<file path="src/rtl/tone_synth.sv">
// tone_synth: keyboard-driven square-wave tone generator.
// A PS/2 scan code selects one of seven notes, the octave input right-shifts
// the base half-period, and a free-running carrier PWM gates the tone for volume.
// Note/octave changes land only on half-period boundaries; a release tail keeps
// the tone sounding after key-up and always ends on a 1->0 toggle.
module tone_synth #(
    parameter int         CNT_W       = 20,
    parameter int         OCT_W       = 2,
    parameter int         VOL_W       = 3,
    parameter int         RELEASE_CYC = 5000000,
    parameter logic [7:0] MUTE_CODE   = 8'h05
) (
    input  logic             clk,
    input  logic             rst_n,
    input  logic [7:0]       scan,
    input  logic [OCT_W-1:0] octave,
    input  logic [VOL_W-1:0] volume,
    output logic             pwm_out,
    output logic [CNT_W-1:0] half_period,
    output logic             mute,
    output logic [1:0]       state
);

    localparam int REL_W = (RELEASE_CYC > 1) ? $clog2(RELEASE_CYC) : 1;

    typedef enum logic [1:0] {
        S_IDLE = 2'b00,
        S_PLAY = 2'b01,
        S_REL  = 2'b10
    } state_t;

    state_t           st;
    logic             tone;
    logic [CNT_W-1:0] cnt;
    logic [VOL_W-1:0] car;
    logic [REL_W-1:0] rel_cnt;

    logic             is_note;
    logic             is_mute;
    logic [31:0]      base;
    logic [CNT_W-1:0] period;
    logic             boundary;
    logic             gate;
    logic             tone_run;
    logic [CNT_W-1:0] cnt_run;
    logic [CNT_W-1:0] hp_run;

    assign state = st;

    // Scan-code decode to base half-period, then octave shift (truncating).
    always_comb begin
        is_note = 1'b1;
        base    = '0;
        case (scan)
            8'h23:   base = 32'd191116;
            8'h2D:   base = 32'd170264;
            8'h3A:   base = 32'd151689;
            8'h2B:   base = 32'd143172;
            8'h1B:   base = 32'd127551;
            8'h4B:   base = 32'd113636;
            8'h21:   base = 32'd101239;
            default: is_note = 1'b0;
        endcase
        period = CNT_W'(base >> octave);
    end

    // Next values of the tone oscillator when it simply keeps running; the
    // half-period reloads only at a boundary and only while a note is held.
    always_comb begin
        is_mute  = (scan == MUTE_CODE);
        boundary = (cnt == half_period - CNT_W'(1));
        gate     = (volume == '1) || (car < volume);
        tone_run = boundary ? ~tone : tone;
        cnt_run  = boundary ? '0 : cnt + 1'b1;
        hp_run   = (boundary && is_note) ? period : half_period;
    end

    // Control FSM, oscillator, release timer, carrier and output registers.
    always_ff @(posedge clk) begin
        if (!rst_n) begin
            st          <= S_IDLE;
            tone        <= 1'b0;
            cnt         <= '0;
            half_period <= '0;
            car         <= '0;
            rel_cnt     <= '0;
            mute        <= 1'b0;
            pwm_out     <= 1'b0;
        end else begin
            mute    <= is_mute;
            car     <= car + 1'b1;
            pwm_out <= tone & gate;
            case (st)
                S_IDLE: begin
                    tone        <= 1'b0;
                    cnt         <= '0;
                    half_period <= '0;
                    if (is_note && !mute) begin
                        st          <= S_PLAY;
                        half_period <= period;
                    end
                end
                S_PLAY: begin
                    if (is_mute) begin
                        st          <= S_IDLE;
                        tone        <= 1'b0;
                        cnt         <= '0;
                        half_period <= '0;
                    end else begin
                        tone        <= tone_run;
                        cnt         <= cnt_run;
                        half_period <= hp_run;
                        if (!is_note) begin
                            st      <= S_REL;
                            rel_cnt <= REL_W'(RELEASE_CYC - 1);
                        end
                    end
                end
                S_REL: begin
                    // Mute beats everything, a new note beats expiry, and an
                    // expired tail waits for the high phase to finish.
                    if (is_mute || (!is_note && rel_cnt == '0 && (!tone || boundary))) begin
                        st          <= S_IDLE;
                        tone        <= 1'b0;
                        cnt         <= '0;
                        half_period <= '0;
                    end else begin
                        tone        <= tone_run;
                        cnt         <= cnt_run;
                        half_period <= hp_run;
                        if (is_note) begin
                            st <= S_PLAY;
                        end else if (rel_cnt != '0) begin
                            rel_cnt <= rel_cnt - 1'b1;
                        end
                    end
                end
                default: begin
                    st          <= S_IDLE;
                    tone        <= 1'b0;
                    cnt         <= '0;
                    half_period <= '0;
                end
            endcase
        end
    end

endmodule

</file>
<file path="config.mk">
export PLATFORM = sky130hd
export DESIGN_NAME = tone_synth
export DESIGN_NICKNAME = d
export VERILOG_FILES = /design/src/rtl/tone_synth.sv
export SDC_FILE = /design/constraint.sdc
export NUM_CORES = 1
export LEC_CHECK = 0
export CAP_MARGIN = 10
export CORE_ASPECT_RATIO = 0.6
export CORE_MARGIN = 10
export CORE_UTILIZATION = 41
export DETAILED_ROUTE_END_ITERATION = 12
export HOLD_SLACK_MARGIN = 0.1
export PLACE_DENSITY_LB_ADDON = 0.3
export SLEW_MARGIN = 20
export SYNTH_ARGS = -nofsm -noshare
export SYNTH_HDL_FRONTEND = slang
export SYNTH_SLANG_ARGS = --single-unit
export TNS_END_PERCENT = 100
</file>
<file path="constraint.sdc">
create_clock -name clk -period 6.5 [get_ports clk]
set_input_delay 0.65 -clock clk [delete_from_list [all_inputs] [get_ports clk]]
set_output_delay 0.65 -clock clk [all_outputs]
set_load 0.01 [all_outputs]
</file>
* Word-level counts from Yosys, hierarchy flattened
Cells that the tools add are included.
** Word-level totals
- Register bits :: 71
- Input bits :: 15
- Output and inout port bits :: 24
- Word-level logic and storage cells :: 80
** Cells by class
- Add/sub/neg operators :: 4
- Magnitude comparators :: 1
- Eq/ne operators :: 20
- Shift-type cells :: 1
- Muxes and demuxes :: 27
- Bitwise gates (word level) :: 2
- Reduce and logical (&&, ||, !) cells :: 17
** Operator list (count)
- $mux W20 :: 7
- $pmux W18 S7 :: 1
- $mux W23 :: 5
- $pmux W20 S3 :: 1
- $pmux W23 S2 :: 1
- $eq A8 B6 Y1 const B :: 5
- $pmux W20 S2 :: 1
- $shr A32 B2 Y20 :: 1
- $logic_not A23 Y1 :: 1
- $reduce_bool A23 Y1 :: 1
- $sub A23 B1 Y23 const B :: 1
- $add A20 B1 Y20 const B :: 1
- $eq A20 B20 Y1 :: 1
- $sub A20 B1 Y20 const B :: 1
- $ne A2 B2 Y1 const B :: 6
- $mux W2 :: 5
- $eq A8 B3 Y1 const B :: 1
- $eq A8 B5 Y1 const B :: 1
- $eq A8 B7 Y1 const B :: 1
- $reduce_or A7 Y1 :: 1
- $ne A3 B3 Y1 const B :: 2
- $pmux W2 S3 :: 1
- $reduce_and A6 Y1 :: 1
- $logic_and A1 B1 Y1 :: 4
- 14 further kinds :: 21

* Depth between registers and ports, before layout
- Word-level depth :: 9
- Gate-level depth with buffers :: 16
- Gate-level depth less buffers :: 15

* Worst setup path after synthesis
Ideal clock, no wire load.
- Path kind :: register to register
- Start point :: register half_period[2]
- End point :: register cnt[11]
- Setup time :: 0.117 ns
- Arrival :: 3.609 ns
- Required time :: 6.383 ns
- Path slack :: 2.774 ns
- Stages on the path, launching flop included :: 17
- Path buffers :: 3
- Clock period less this slack :: 3.726 ns
- Path through :: dfxtp_1 clkbuf_1 or4_1 clkbuf_1 nor4b_2 xor2_1 o221a_2 o21ai_0 and4_1 inv_2 ha_1 o31a_2 o21ai_1 nor2_1 nand2_1 buf_2 nor2_1
** On the way
- Longest elaborated chain between the ends :: 7
- Elaborated cells between the ends (all ways) :: 9
- Classes of those cells :: 1 x add/sub; 1 x eq/ne; 4 x mux; 3 x reduce/logical
** RTL lines
- start: declaration :: RTL line 19 : output logic [CNT_W-1:0] half_period,
- start signal: assignment :: RTL line 100 : half_period <= period;
- start signal: assignment :: RTL line 112 : half_period <= hp_run;
- start signal: assignment :: RTL line 130 : half_period <= hp_run;
- $sub A20 B1 Y20 * :: RTL line 71 : boundary = (cnt == half_period - CNT_W'(1));
- $eq A20 B20 Y1 * :: RTL line 71
- $logic_or A1 B1 Y1 :: RTL line 122 : if (is_mute || (!is_note && rel_cnt == '0 && (!tone || boundary))) begin
- $logic_and A1 B1 Y1 :: RTL line 122
- $logic_or A1 B1 Y1 :: RTL line 122
- $mux W20 :: RTL line 122
- $pmux W20 S2 * :: RTL line 93 : case (st)
- end signal: assignment :: RTL line 111 : cnt <= cnt_run;
- end signal: assignment :: RTL line 129 : cnt <= cnt_run;
- end: declaration :: RTL line 34 : logic [CNT_W-1:0] cnt;
Every way passes the cells marked *; elsewhere a longest branch is shown, timed or not.
A chain may end at the register's enable or synchronous reset.

* Worst setup path after layout
- Start point :: register half_period[2]
- End point :: register cnt[7]
Same word-level chain as after synthesis.

==> summary.md <==
| Metric | Value |
|---|---|
| I/O pins | 39 |
| Period utilization | roughly 63% |
| FFs w/ async S/R, synth | 0% |
| F_max | 243 MHz |
| Total CTS buffers | 9 |
| CTS tree | yes |
| Synth warn | 0 |
| Worst-path cell chain | or4_1 > nor4b_2 > xor2_1 > o221a_2 > o21ai_0 > and4_1 > inv_2 > ha_1 > o31a_2 > o21ai_1 > nor2_1 > nand2_1 > nor2_1 |
| Worst setup EP type | register |
| Remaining antenna violation count | 0 |
| Post-Syn Area | 4370 um^2 |
| Vias/cell | 5.71 |
| Worst EP arrival | 4.30 ns |
| Post-Syn Nets | 564 |
| IO Port Bufs | 38 |
| Yosys reg bits | 71 |
| Routed wire length | approximately 11000 um |
| Share of cells above drive strength 1 | under 10% |
| Clk_skew | 0.00792 ns |
| Netlist cell types | 63 |
| Critical Path Most Common Cell | nor2_1 |
| Max_cap viols | 0 |
| Worst Path Buf+Inv | 1 |
| Cell family with most CP delay | simple AND/OR/NAND/NOR gates |
| Avg Synthesized Cell Area | 8.12 um^2 |
| Mapped Cells | 538 |
| Hold crit path type | reg2reg |
| Hold_buf cts | 0 |
| Core area | 10500 um^2 |
| Slew @ Worst Pin | slightly below 0.9 ns |
| Antenna Cells | 0 |
| Root Driver | clkbuf_16 |
| 1st-iter DRT viols | 269 |
| Post-CTS sizing | 0 |
| Largest net degree at the start of global routing | 31 |
| DRC errors left | 0 |
| CTS max path bufs | 2 |
| CP startpoint kind | register |
| WL per Instance | 16.2 um |
| Antenna violations before repair | 0 |
| Max VDD drop | roughly 0.14 mV |
| 1st-pass router iterations | 4 |
| GRT Residual Overflow | 0 |
| Overall power | 1.08 mW |
| Kind of critical path | reg2reg |
| First-pass GRT wire length | 19200 um |
| Setup total negative slack | 0 ns |
| Initial core utilization | 41.7% |
| Status | finished clean |
| Nets | 583 |
| Lkg Pwr | 1.84 nW |
| Die width | around 150 um |
| Clock sink total | between 70 and 80 |
| Slew Viols, Final | 0 |
| EDFF count, synth | 0 |
| Die footprint | about 15000 um^2 |
| Post-CTS setup buffer count | 0 |
| All-Layer GR Usage | 14.8% |
| Ys flop type | dfxtp_1 |
| Min cycle time layout | 4.11 ns |
| Seq/Total Area, Yosys | 32.5% |
| Worst-path clk slew | 0.06 ns |
| Pwr/cell area | 214 nW/um^2 |
| Vias in the first global route | 3793 |
| Hold Violations, Final | 0 |
| Filler cell count | 988 |
| Slowest CP cell | or4_1 |
| RSZ-0062 raised after global routing | no |
| Crit path max fanout | 19 |
| Height of the die | 100 um |
| Final estimated routing congestion in global placement | slightly above 0.9 |
| Hpwl dp | 8670 um |
| H-tree levels | 3 |
| Area grow syn2layout | 15.8% |
| Worst EP required | 6.69 ns |
| Final setup viols | 0 |
| Max_slew headroom | 42.1% |
| Row cnt | 29 |
| Vias | around 4k |
| CP peak stage delay | 0.64 ns |
| Clock Latency Late Sink | 0.33 ns |
==> where the power goes <==
part,leakage [nW],total [mW],internal [mW],switching (mW)
Combinational,1.13,0.156,0.0713,0.0847
Sequential,0.575,0.462,0.446,0.0156
Clock,0.135,0.464,0.270,0.194
==> layer usage <==
layer	track usage [%]	wire length, um	vias to the layer above
li1	-	-	1970
met5	0	0	-
met2	21.9	4740	116
met4	3.72	109	0
met3	4.06	712	9
met1	20.6	5760	1906
==> through the flow <==
| step | hold slack (ns) | utilization (%) | instance area [um^2] | instances | setup WS, ns |
|---|---|---|---|---|---|
| floorplan | 0.412 | - | 4370 | 538 | 2.77 |
| global placement | 0.430 | 45.5 | 4780 | 685 | 2.54 |
| detailed placement | 0.439 | 45.6 | 4780 | 685 | 2.40 |
| CTS | 0.453 | 48.3 | 5060 | 701 | 2.40 |
| global route | 0.472 | 48.3 | 5060 | 701 | 1.92 |
| finish | 0.449 | 48.3 | 5060 | 701 | 2.39 |
==> worst paths after layout <==
| kind | startpoint | end | slack, ns | depth (start not counted) |
|---|---|---|---|---|
| max | half_period[2]$_SDFF_PN0_ | cnt[7]$_SDFF_PN0_ | 2.39 | 13 |
| min | car[0]$_SDFF_PN0_ | car[0]$_SDFF_PN0_ | 0.45 | 1 |
| max reg2reg | half_period[2]$_SDFF_PN0_ | cnt[7]$_SDFF_PN0_ | 2.39 | 13 |
| min reg2reg | car[0]$_SDFF_PN0_ | car[0]$_SDFF_PN0_ | 0.45 | 1 |
==> worst reg2reg max path, delay by kind of cell (launching register included) <==
family	cells	cell delay (ns)
xor+xnor	1	0.12
buf+inv	1	0.08
fa+ha+maj	1	0.20
compound gates	4	1.07
simple gates	6	2.11
flops	1	0.40
==> state kept, by name, summed over array words and instances (netlist names) <==
register	cells
rel_cnt	23
cnt	20
half_period	20
car	3
state	2
mute	1
pwm_out	1
tone	1
==> synthesized netlist by cell type, drive strengths merged, types with 12 or more instances <==
master / count / area (um^2)
a21oi: 29 / 145
a32o: 18 / 180
buf: 12 / 82.6
clkbuf: 19 / 71.3
dfxtp: 71 / 1420
inv: 18 / 67.6
nand2: 34 / 128
nand3: 16 / 80.1
nand4: 12 / 75.1
nor2: 75 / 282
nor3: 21 / 105
o21ai: 24 / 120
xnor2: 41 / 359
xor2: 25 / 219
==> cell type report <==
class	instances	area [um^2]	share of cell area, %
flip-flops and latches	71	1420	28.1
repair buffers	39	388	7.67
inverters	18	67.6	1.34
clock inverters	6	42.5	0.841
clock buffers	10	239	4.72
well taps	139	174	3.44
multi-input cells	418	2730	53.9
==> cell families (layout without fill, tap and decap cells) <==
| logic type | after synthesis | count (layout) | share of synthesized area, % |
|---|---|---|---|
| compound gates | 103 | 103 | 16.4 |
| xor+xnor | 66 | 66 | 13.2 |
| fa+ha+maj | 11 | 11 | 3.15 |
| buf+inv | 49 | 73 | 5.07 |
| flops | 71 | 71 | 32.5 |
| mux | 5 | 5 | 1.15 |
| simple gates | 233 | 233 | 28.4 |
==> cell usage in the layout (no fill, tap or decap), drive strengths merged, types with 10 or more instances in the layout <==
master | netlist | final
a21oi | 29 | 29
a32o | 18 | 18
clkbuf | 19 | 10
clkdlybuf4s50 | 0 | 38
dfxtp | 71 | 71
ha | 11 | 11
inv | 18 | 20
nand2 | 34 | 34
nand3 | 16 | 16
nand4 | 12 | 12
nor2 | 75 | 75
nor3 | 21 | 21
nor4 | 10 | 10
o21ai | 24 | 24
xnor2 | 41 | 41
xor2 | 25 | 25
Power figures use the tool's default switching activity.
==> RTL edit, RTL diff (config.mk and constraints unchanged) <==
Register the output `half_period` once more, with the module's reset; this adds one clock of latency there. The other outputs are not delayed to match.
--- a/src/rtl/tone_synth.sv
+++ b/src/rtl/tone_synth.sv
@@ -29,4 +29,6 @@
         S_REL  = 2'b10
     } state_t;
+
+    logic [CNT_W-1:0] half_period_s0;
 
     state_t           st;
@@ -69,9 +71,9 @@
     always_comb begin
         is_mute  = (scan == MUTE_CODE);
-        boundary = (cnt == half_period - CNT_W'(1));
+        boundary = (cnt == half_period_s0 - CNT_W'(1));
         gate     = (volume == '1) || (car < volume);
         tone_run = boundary ? ~tone : tone;
         cnt_run  = boundary ? '0 : cnt + 1'b1;
-        hp_run   = (boundary && is_note) ? period : half_period;
+        hp_run   = (boundary && is_note) ? period : half_period_s0;
     end
 
@@ -82,5 +84,5 @@
             tone        <= 1'b0;
             cnt         <= '0;
-            half_period <= '0;
+            half_period_s0 <= '0;
             car         <= '0;
             rel_cnt     <= '0;
@@ -95,8 +97,8 @@
                     tone        <= 1'b0;
                     cnt         <= '0;
-                    half_period <= '0;
+                    half_period_s0 <= '0;
                     if (is_note && !mute) begin
                         st          <= S_PLAY;
-                        half_period <= period;
+                        half_period_s0 <= period;
                     end
                 end
@@ -106,9 +108,9 @@
                         tone        <= 1'b0;
                         cnt         <= '0;
-                        half_period <= '0;
+                        half_period_s0 <= '0;
                     end else begin
                         tone        <= tone_run;
                         cnt         <= cnt_run;
-                        half_period <= hp_run;
+                        half_period_s0 <= hp_run;
                         if (!is_note) begin
                             st      <= S_REL;
@@ -124,9 +126,9 @@
                         tone        <= 1'b0;
                         cnt         <= '0;
-                        half_period <= '0;
+                        half_period_s0 <= '0;
                     end else begin
                         tone        <= tone_run;
                         cnt         <= cnt_run;
-                        half_period <= hp_run;
+                        half_period_s0 <= hp_run;
                         if (is_note) begin
                             st <= S_PLAY;
@@ -140,5 +142,5 @@
                     tone        <= 1'b0;
                     cnt         <= '0;
-                    half_period <= '0;
+                    half_period_s0 <= '0;
                 end
             endcase
@@ -146,4 +148,12 @@
     end
 
+    always_ff @(posedge clk) begin
+        if (!rst_n) begin
+            half_period <= '0;
+        end else begin
+            half_period <= half_period_s0;
+        end
+    end
+
 endmodule
 
Formal check against the unedited RTL: not equivalent (a bounded check fails within 4 cycles, from zero or initial values and one cycle with rst_n low).
==> RTL edit against the original RTL <==
- clock skew rose by 0.0013 ns
- design area rose by 15%
- count of clock-buffer cells in the layout did not move
- sequential cell count rose by 20
- total power rose by 13%
- critical path type unchanged
- setup slack got worse by 0.21 ns
- routed wire length rose by 17%
- combinational power fell by 31%
- via count rose by 11%
- area after synthesis rose by 16%
- critical endpoint is now half_period_s0[16]
==> RTL edit: results (changes against the original RTL) <==
** Cells and area
- The number of buffers outside the clock class in the layout was 40 (was 39).
- Non-clock buffer share of cell area :: 6.77% (was 7.67%)
- Fill cell instance count of the final layout :: 1116 (was 988)
- The total number of multi-input combinational cells is 464 (was 418).
- Proportion of layout cells with a drive suffix above 1 :: 8.37% (was 7.65%)
- Seq/total area :: 31.2% (was 28.1%)
- Final net count :: 654 (was 583)
- Multi-input combinational cell area :: 3020 um2 (was 2730 um2)
- The number of standard cells in the final layout excluding fillers was 798 (was 701).

** Route
- Post-detailed-route wirelength per cell :: 16.6 um (was 16.2 um)
- Post-DR vias/cell :: 5.55 (was 5.71)

** Worst setup path
- The biggest fanout along the worst timing path is 18 (was 19).
- Critical Path Max Stage Delay :: 0.51 ns (was 0.64 ns)
- WP data arrival :: 4.55 ns (was 4.30 ns)

** Synth
- Post-Syn Instances :: 602 (was 538)
- Synthesized Nets :: 628 (was 564)
- Register bit count reported by yosys :: 91 (was 71)

** Placed design
- The cell count after placement was 782 (was 685).
- The post-detailed-placement half-perimeter wirelength was 10.1 mm (was 8.67 mm).
- The last weighted congestion value of the routability-driven placer came to 0.900 (was 0.921).

** Power
- The power of the sequential group was 0.572 mW (was 0.462 mW).
- Design internal power :: 0.922 mW (was 0.788 mW)
- Static leakage :: 2.18 nW (was 1.84 nW)

** STA
- Max-Slew Margin vs Limit :: 36.6% (was 42.1%)

** Global routing
- Global-route wire length before repair :: 21.7 mm (was 19.2 mm)
- The via count of the first global-routing pass was 4237 (was 3793).
- The met1 capacity usage during global routing was 23.2% (was 20.6%).
- The fraction of met2 tracks used by global routing is 20.7% (was 21.9%).
- Maximum number of pins on one net before global-route repair :: 30 (was 31)
- Global routing usage summed across all routing layers :: 15.3% (was 14.8%)
- The met3 usage in global routing is 4.58% (was 4.06%).

** Outcome
- Status :: finished clean (unchanged)
==> RTL edit: metrics by stage <==
| step | area (um2) | setup slack, ns | hold WS (ns) |
|---|---|---|---|
| 6_report | 5840 | 2.18 | 0.461 |
| 5_1_grt | 5840 | 1.69 | 0.480 |
| 4_1_cts | 5840 | 2.19 | 0.468 |
| 3_5_place_dp | 5520 | 2.12 | 0.453 |
| 3_3_place_gp | 5520 | 2.28 | 0.431 |
| 2_1_floorplan | 5050 | 2.70 | 0.412 |
==> RTL edit: worst paths after layout <==
path	startpoint	to	depth (start not counted)
worst max-delay path	half_period_s0[0]	half_period_s0[16]	15
worst max register to register	half_period_s0[0]	half_period_s0[16]	15
worst min register to register	car[0]	car[0]	1
worst min-delay path	car[0]	car[0]	1
